`config.mk`:
```
export PLATFORM = sky130hd
export DESIGN_NAME = axi_write_master
export DESIGN_NICKNAME = d
export VERILOG_FILES = /design/src/rtl/axi_pkg.sv /design/src/rtl/axi_valid_hold.sv /design/src/rtl/axi_write_master.sv
export SDC_FILE = /design/constraint.sdc
export NUM_CORES = 1
export LEC_CHECK = 0
export BUFFER_PORTS_ARGS = -buffer_cell sky130_fd_sc_hd__buf_2
export CORE_ASPECT_RATIO = 1.5
export CORE_MARGIN = 2
export CORE_UTILIZATION = 51
export CTS_CLUSTER_SIZE = 24
export DETAILED_ROUTE_END_ITERATION = 8
export PLACE_DENSITY = 0.85
export SYNTH_ARGS = -nofsm -noshare
export SYNTH_HDL_FRONTEND = slang
export SYNTH_HIERARCHICAL = 1
export SYNTH_SLANG_ARGS = --single-unit
```
`constraint.sdc`:
```
create_clock -name ACLK -period 5.35 [get_ports ACLK]
set_input_delay 1.07 -clock ACLK [delete_from_list [all_inputs] [get_ports ACLK]]
set_output_delay 1.07 -clock ACLK [all_outputs]
set_load 0.05 [all_outputs]
```
`src/rtl/axi_pkg.sv`:
```
// axi_pkg: shared constants for the AXI-Lite write path (responses, FSM states, default widths)
package axi_pkg;
    localparam int DEF_ADDR_W = 32;
    localparam int DEF_DATA_W = 32;
    localparam logic [1:0] RESP_OKAY   = 2'b00;
    localparam logic [1:0] RESP_EXOKAY = 2'b01;
    localparam logic [1:0] RESP_SLVERR = 2'b10;
    localparam logic [1:0] RESP_DECERR = 2'b11;
    localparam logic [1:0] ST_IDLE = 2'd0;
    localparam logic [1:0] ST_SEND = 2'd1;
    localparam logic [1:0] ST_RESP = 2'd2;
endpackage

```
`src/rtl/axi_valid_hold.sv`:
```
// axi_valid_hold: one channel's VALID register plus a sticky handshake-done flag
module axi_valid_hold (
    input  logic ACLK,
    input  logic ARESET,
    input  logic start,
    input  logic ready,
    output logic valid,
    output logic done
);
    // Raise valid on start, drop it and remember completion after the handshake edge
    always_ff @(posedge ACLK or negedge ARESET) begin
        if (!ARESET) begin
            valid <= 1'b0;
            done  <= 1'b0;
        end else if (start) begin
            valid <= 1'b1;
            done  <= 1'b0;
        end else if (valid && ready) begin
            valid <= 1'b0;
            done  <= 1'b1;
        end
    end
endmodule

```
`src/rtl/axi_write_master.sv`:
```
// axi_write_master: single-outstanding AXI-Lite write initiator with B-response watchdog
module axi_write_master
    import axi_pkg::*;
#(
    parameter int ADDR_W  = DEF_ADDR_W,
    parameter int DATA_W  = DEF_DATA_W,
    parameter int TIMEOUT = 256
) (
    input  logic                ACLK,
    input  logic                ARESET,
    input  logic                cmd_valid,
    output logic                cmd_ready,
    input  logic [ADDR_W-1:0]   cmd_addr,
    input  logic [DATA_W-1:0]   cmd_data,
    input  logic [DATA_W/8-1:0] cmd_strb,
    output logic                done,
    output logic [1:0]          done_resp,
    output logic                busy,
    output logic                timeout_err,
    output logic [ADDR_W-1:0]   AWADDR,
    output logic                AWVALID,
    input  logic                AWREADY,
    output logic [DATA_W-1:0]   WDATA,
    output logic [DATA_W/8-1:0] WSTRB,
    output logic                WVALID,
    input  logic                WREADY,
    input  logic [1:0]          BRESP,
    input  logic                BVALID,
    output logic                BREADY
);
    localparam int CW = (TIMEOUT > 0) ? $clog2(TIMEOUT + 1) : 1;
    localparam logic [CW-1:0] T_MAX = CW'(TIMEOUT);

    logic [1:0]          state;
    logic [ADDR_W-1:0]   addr_q;
    logic [DATA_W-1:0]   data_q;
    logic [DATA_W/8-1:0] strb_q;
    logic [CW-1:0]       wd_cnt;
    logic                accept, aw_done, w_done, send_fin, b_hs;

    assign accept    = (state == ST_IDLE) && cmd_valid;
    assign send_fin  = (state == ST_SEND) && (aw_done || (AWVALID && AWREADY)) && (w_done || (WVALID && WREADY));
    assign b_hs      = BVALID && BREADY;
    assign cmd_ready = state == ST_IDLE;
    assign busy      = state != ST_IDLE;
    assign AWADDR    = addr_q;
    assign WDATA     = data_q;
    assign WSTRB     = strb_q;

    axi_valid_hold u_aw (
        .ACLK  (ACLK),
        .ARESET(ARESET),
        .start (accept),
        .ready (AWREADY),
        .valid (AWVALID),
        .done  (aw_done)
    );

    axi_valid_hold u_w (
        .ACLK  (ACLK),
        .ARESET(ARESET),
        .start (accept),
        .ready (WREADY),
        .valid (WVALID),
        .done  (w_done)
    );

    // Command capture, state sequencing, B acceptance and the one-cycle completion pulse
    always_ff @(posedge ACLK or negedge ARESET) begin
        if (!ARESET) begin
            state     <= ST_IDLE;
            addr_q    <= '0;
            data_q    <= '0;
            strb_q    <= '0;
            BREADY    <= 1'b0;
            done      <= 1'b0;
            done_resp <= RESP_OKAY;
        end else begin
            done <= 1'b0;
            if (accept) begin
                state  <= ST_SEND;
                addr_q <= cmd_addr;
                data_q <= cmd_data;
                strb_q <= cmd_strb;
            end else if (send_fin) begin
                state  <= ST_RESP;
                BREADY <= 1'b1;
            end else if (state == ST_RESP && b_hs) begin
                state     <= ST_IDLE;
                BREADY    <= 1'b0;
                done      <= 1'b1;
                done_resp <= BRESP;
            end
        end
    end

    // Watchdog: count unanswered RESP cycles, saturate, and latch the error once TIMEOUT is reached
    always_ff @(posedge ACLK or negedge ARESET) begin
        if (!ARESET) begin
            wd_cnt      <= '0;
            timeout_err <= 1'b0;
        end else if (accept) begin
            timeout_err <= 1'b0;
        end else if (send_fin) begin
            wd_cnt <= '0;
        end else if (state == ST_RESP && !b_hs && wd_cnt != T_MAX) begin
            wd_cnt <= wd_cnt + CW'(1);
            if (TIMEOUT != 0 && wd_cnt + CW'(1) == T_MAX) timeout_err <= 1'b1;
        end
    end
endmodule

```
==> flow_metrics.env <==
export IMPL_postSynth_asyncResetShare_pct=100.0
export IMPL_worst_path_max_fanout=48
export IMPL_die_w_um=72.78
export IMPL_holdCritPathClass="flip-flop to flip-flop"
export IMPL_synth_cells=249
export IMPL_cp_end_kind="flip-flop"
export IMPL_coreArea_sq_mm=0.006852
export IMPL_finalHoldViolations=0
export IMPL_setup_tns_final_ns=0
export IMPL_dieArea_sq_mm=0.007799
export IMPL_synth_seq_cells=88
export IMPL_crit_buf_inv=2
export IMPL_rsz0062_at_grt="false"
export IMPL_place_congestion=0.8210
export IMPL_die_h_um=107.2
export IMPL_drc=0
export IMPL_clock_skew_ns=0.008851
export IMPL_postRouteWirelength_um=7503
export IMPL_grt_max_degree=89
export IMPL_cts_sinks=88
export IMPL_slew_viol_final=0
export IMPL_first_iter_violations=157
export IMPL_drtAntennaViolNets=0
export IMPL_ys_flop_type="dfrtp_1"
export IMPL_grt_pass1_wl_um=12300
export IMPL_cts_resized=0
export IMPL_postCtsSetupBuffers=0
export IMPL_maxSlewHeadroom_pct=28.82
export IMPL_firstDrtPassIters=4
export IMPL_outcome="completed"
export IMPL_slowest_delay_ns=0.82
export IMPL_first_global_vias=2716
export IMPL_ys_seq_area_share_pct=60.86
export IMPL_io_buffers=152
export IMPL_ctsLongestPathBuffers=2
export IMPL_num_rows=37
export IMPL_maxCapViolations=0
export IMPL_worstPathCellList="buf_2, and2_2, buf_4, mux2_2"
export IMPL_hold_buffers=0
export IMPL_hpwlAfterDp_um=5378
export IMPL_cpLargestDelayFamily="simple AND/OR/NAND/NOR gates"
export IMPL_slowest_stage="and2_2"
export IMPL_netlist_area_sq_mm=0.003618
export IMPL_worst_slew_pin_slew_ns=1.068
export IMPL_grt_util_all_layers_pct=20.63
export IMPL_clk_latency_ns=0.36
export IMPL_cp_start_kind="input pin"
export IMPL_root_buffer="clkbuf_8"
export IMPL_io_pins=153
export IMPL_layout_min_cycle_time_ns=2.623
export IMPL_clk_pin_slew_ns=0.08
export IMPL_grt_remaining_overflow=0
export IMPL_cp_required_ns=5.59
export IMPL_setup_violations_final=0
export IMPL_fillers=526
export IMPL_route_vias_total=2504
export IMPL_arrival_ns=2.86
export IMPL_antenna_found_initial=0
export IMPL_wl_per_cell_um=15.50
export IMPL_ys_warn_count=6
export IMPL_postSynthNetCount=327
export IMPL_drive_gt1_share_pct=62.81
export IMPL_htree_levels=3
export IMPL_area_growth_pct=26.49
export IMPL_numCtsBuffers=9
export IMPL_synth_area_per_cell_sq_um=14.53
export IMPL_period_share_pct=49.03
export IMPL_synth_cell_types=41
export IMPL_fmax_mhz=381.2
export IMPL_initial_core_util_pct=52.81
export IMPL_synth_edf_count=0
export IMPL_fin_nets=480
export IMPL_antenna_cells=0
export IMPL_avgViaCountPerCell=5.174
export IMPL_critPathKind="input pin to flip-flop"
export IMPL_cts_tree="yes"
-- sequential cells by signal, summed over array words and instances, names as in the netlist, 2 cells and up --
register   cells
done_resp      2
wd_cnt         9
WSTRB          4
WDATA         32
AWADDR        32
state          2
-- layout by cell type (no fill, tap or decap), types with 3 or more instances in the layout --
master / instances
buf_2: 151
dfrtp_1: 88
mux2_2: 71
clkbuf_8: 9
nor2_1: 8
inv_1: 6
nand2_1: 6
nand3_1: 5
a21oi_1: 4
a21o_1: 4
xor2_1: 3
a221o_2: 3
nand2b_1: 3
clkinv_2: 3
-- logic make-up after synthesis --
group	share of synthesized area [%]
AOI/OAI and AO/OA	4.530
xor gates and xnor gates	0.9684
adders and majority gates	0.6915
buffers and inverters	2.420
DFF	60.86
muxes	22.65
and+or+nand+nor	7.884
-- final timing paths --
| check | startpoint | to | slack, ns | cells past startpoint |
|---|---|---|---|---|
| worst min register to register | WDATA[7] | WDATA[7] | 0.50 | 1 |
| worst max register to register | state[1] | WDATA[19] | 2.90 | 4 |
| min in group asynchronous | ARESET | u_w/done | 0.92 | 1 |
| max in group asynchronous | ARESET | WDATA[24] | 3.77 | 1 |
| worst min-delay path | WDATA[7] | WDATA[7] | 0.50 | 1 |
| worst max-delay path | cmd_valid | WDATA[19] | 2.73 | 4 |
-- Yosys cell counts, types with 2 or more instances --
cell type	instances	area share, %
a21oi_1	4	0.55
a21o_1	4	0.83
nor2_1	8	0.83
ha_1	2	0.69
clkbuf_1	2	0.21
or2b_2	2	0.48
nand2_1	6	0.62
buf_2	7	0.97
buf_6	2	0.62
nor4_1	2	0.35
xor2_1	3	0.73
a221o_2	3	0.93
nor3_1	2	0.28
dfrtp_1	88	61
a31oi_1	2	0.35
and2_1	3	0.52
and3_2	2	0.41
mux2_2	71	22
inv_1	6	0.62
mux2i_1	2	0.55
nand2b_1	3	0.52
nand3_1	5	0.69
nand4_1	2	0.35
-- layer usage --
layer	wire [um]	global-route usage, %	vias up
met5	0	0	-
met3	438	4.605	16
li1	-	-	1183
met1	2848	24.05	1204
met2	4010	34.09	101
met4	206	12.30	0
-- layout make-up --
cell class	count	area, sq um	share of cell area (%)
clock buffers	11	131.4	2.870
clock inverters	4	22.52	0.4921
multi-input cells	144	1330	29.06
repair buffers	153	770.7	16.84
well taps	78	97.59	2.132
inverters	6	22.52	0.4921
flip-flops and latches	88	2202	48.11
-- stage by stage --
step	worst slack (ns)	hold slack [ns]	std cells	utilization [%]	cell area (sq um)
final	2.727	0.5048	484	66.80	4577
after global routing	2.605	0.5242	484	66.80	4577
after CTS	2.711	0.5091	484	66.80	4577
after detailed placement	2.335	0.4897	469	64.55	4423
after global placement	2.394	0.4728	469	64.55	4423
after floorplan	2.707	0.4633	249	-	3618
Power is not shown: default switching activity piles up to over one toggle a cycle in this logic, so the estimate is an artifact.
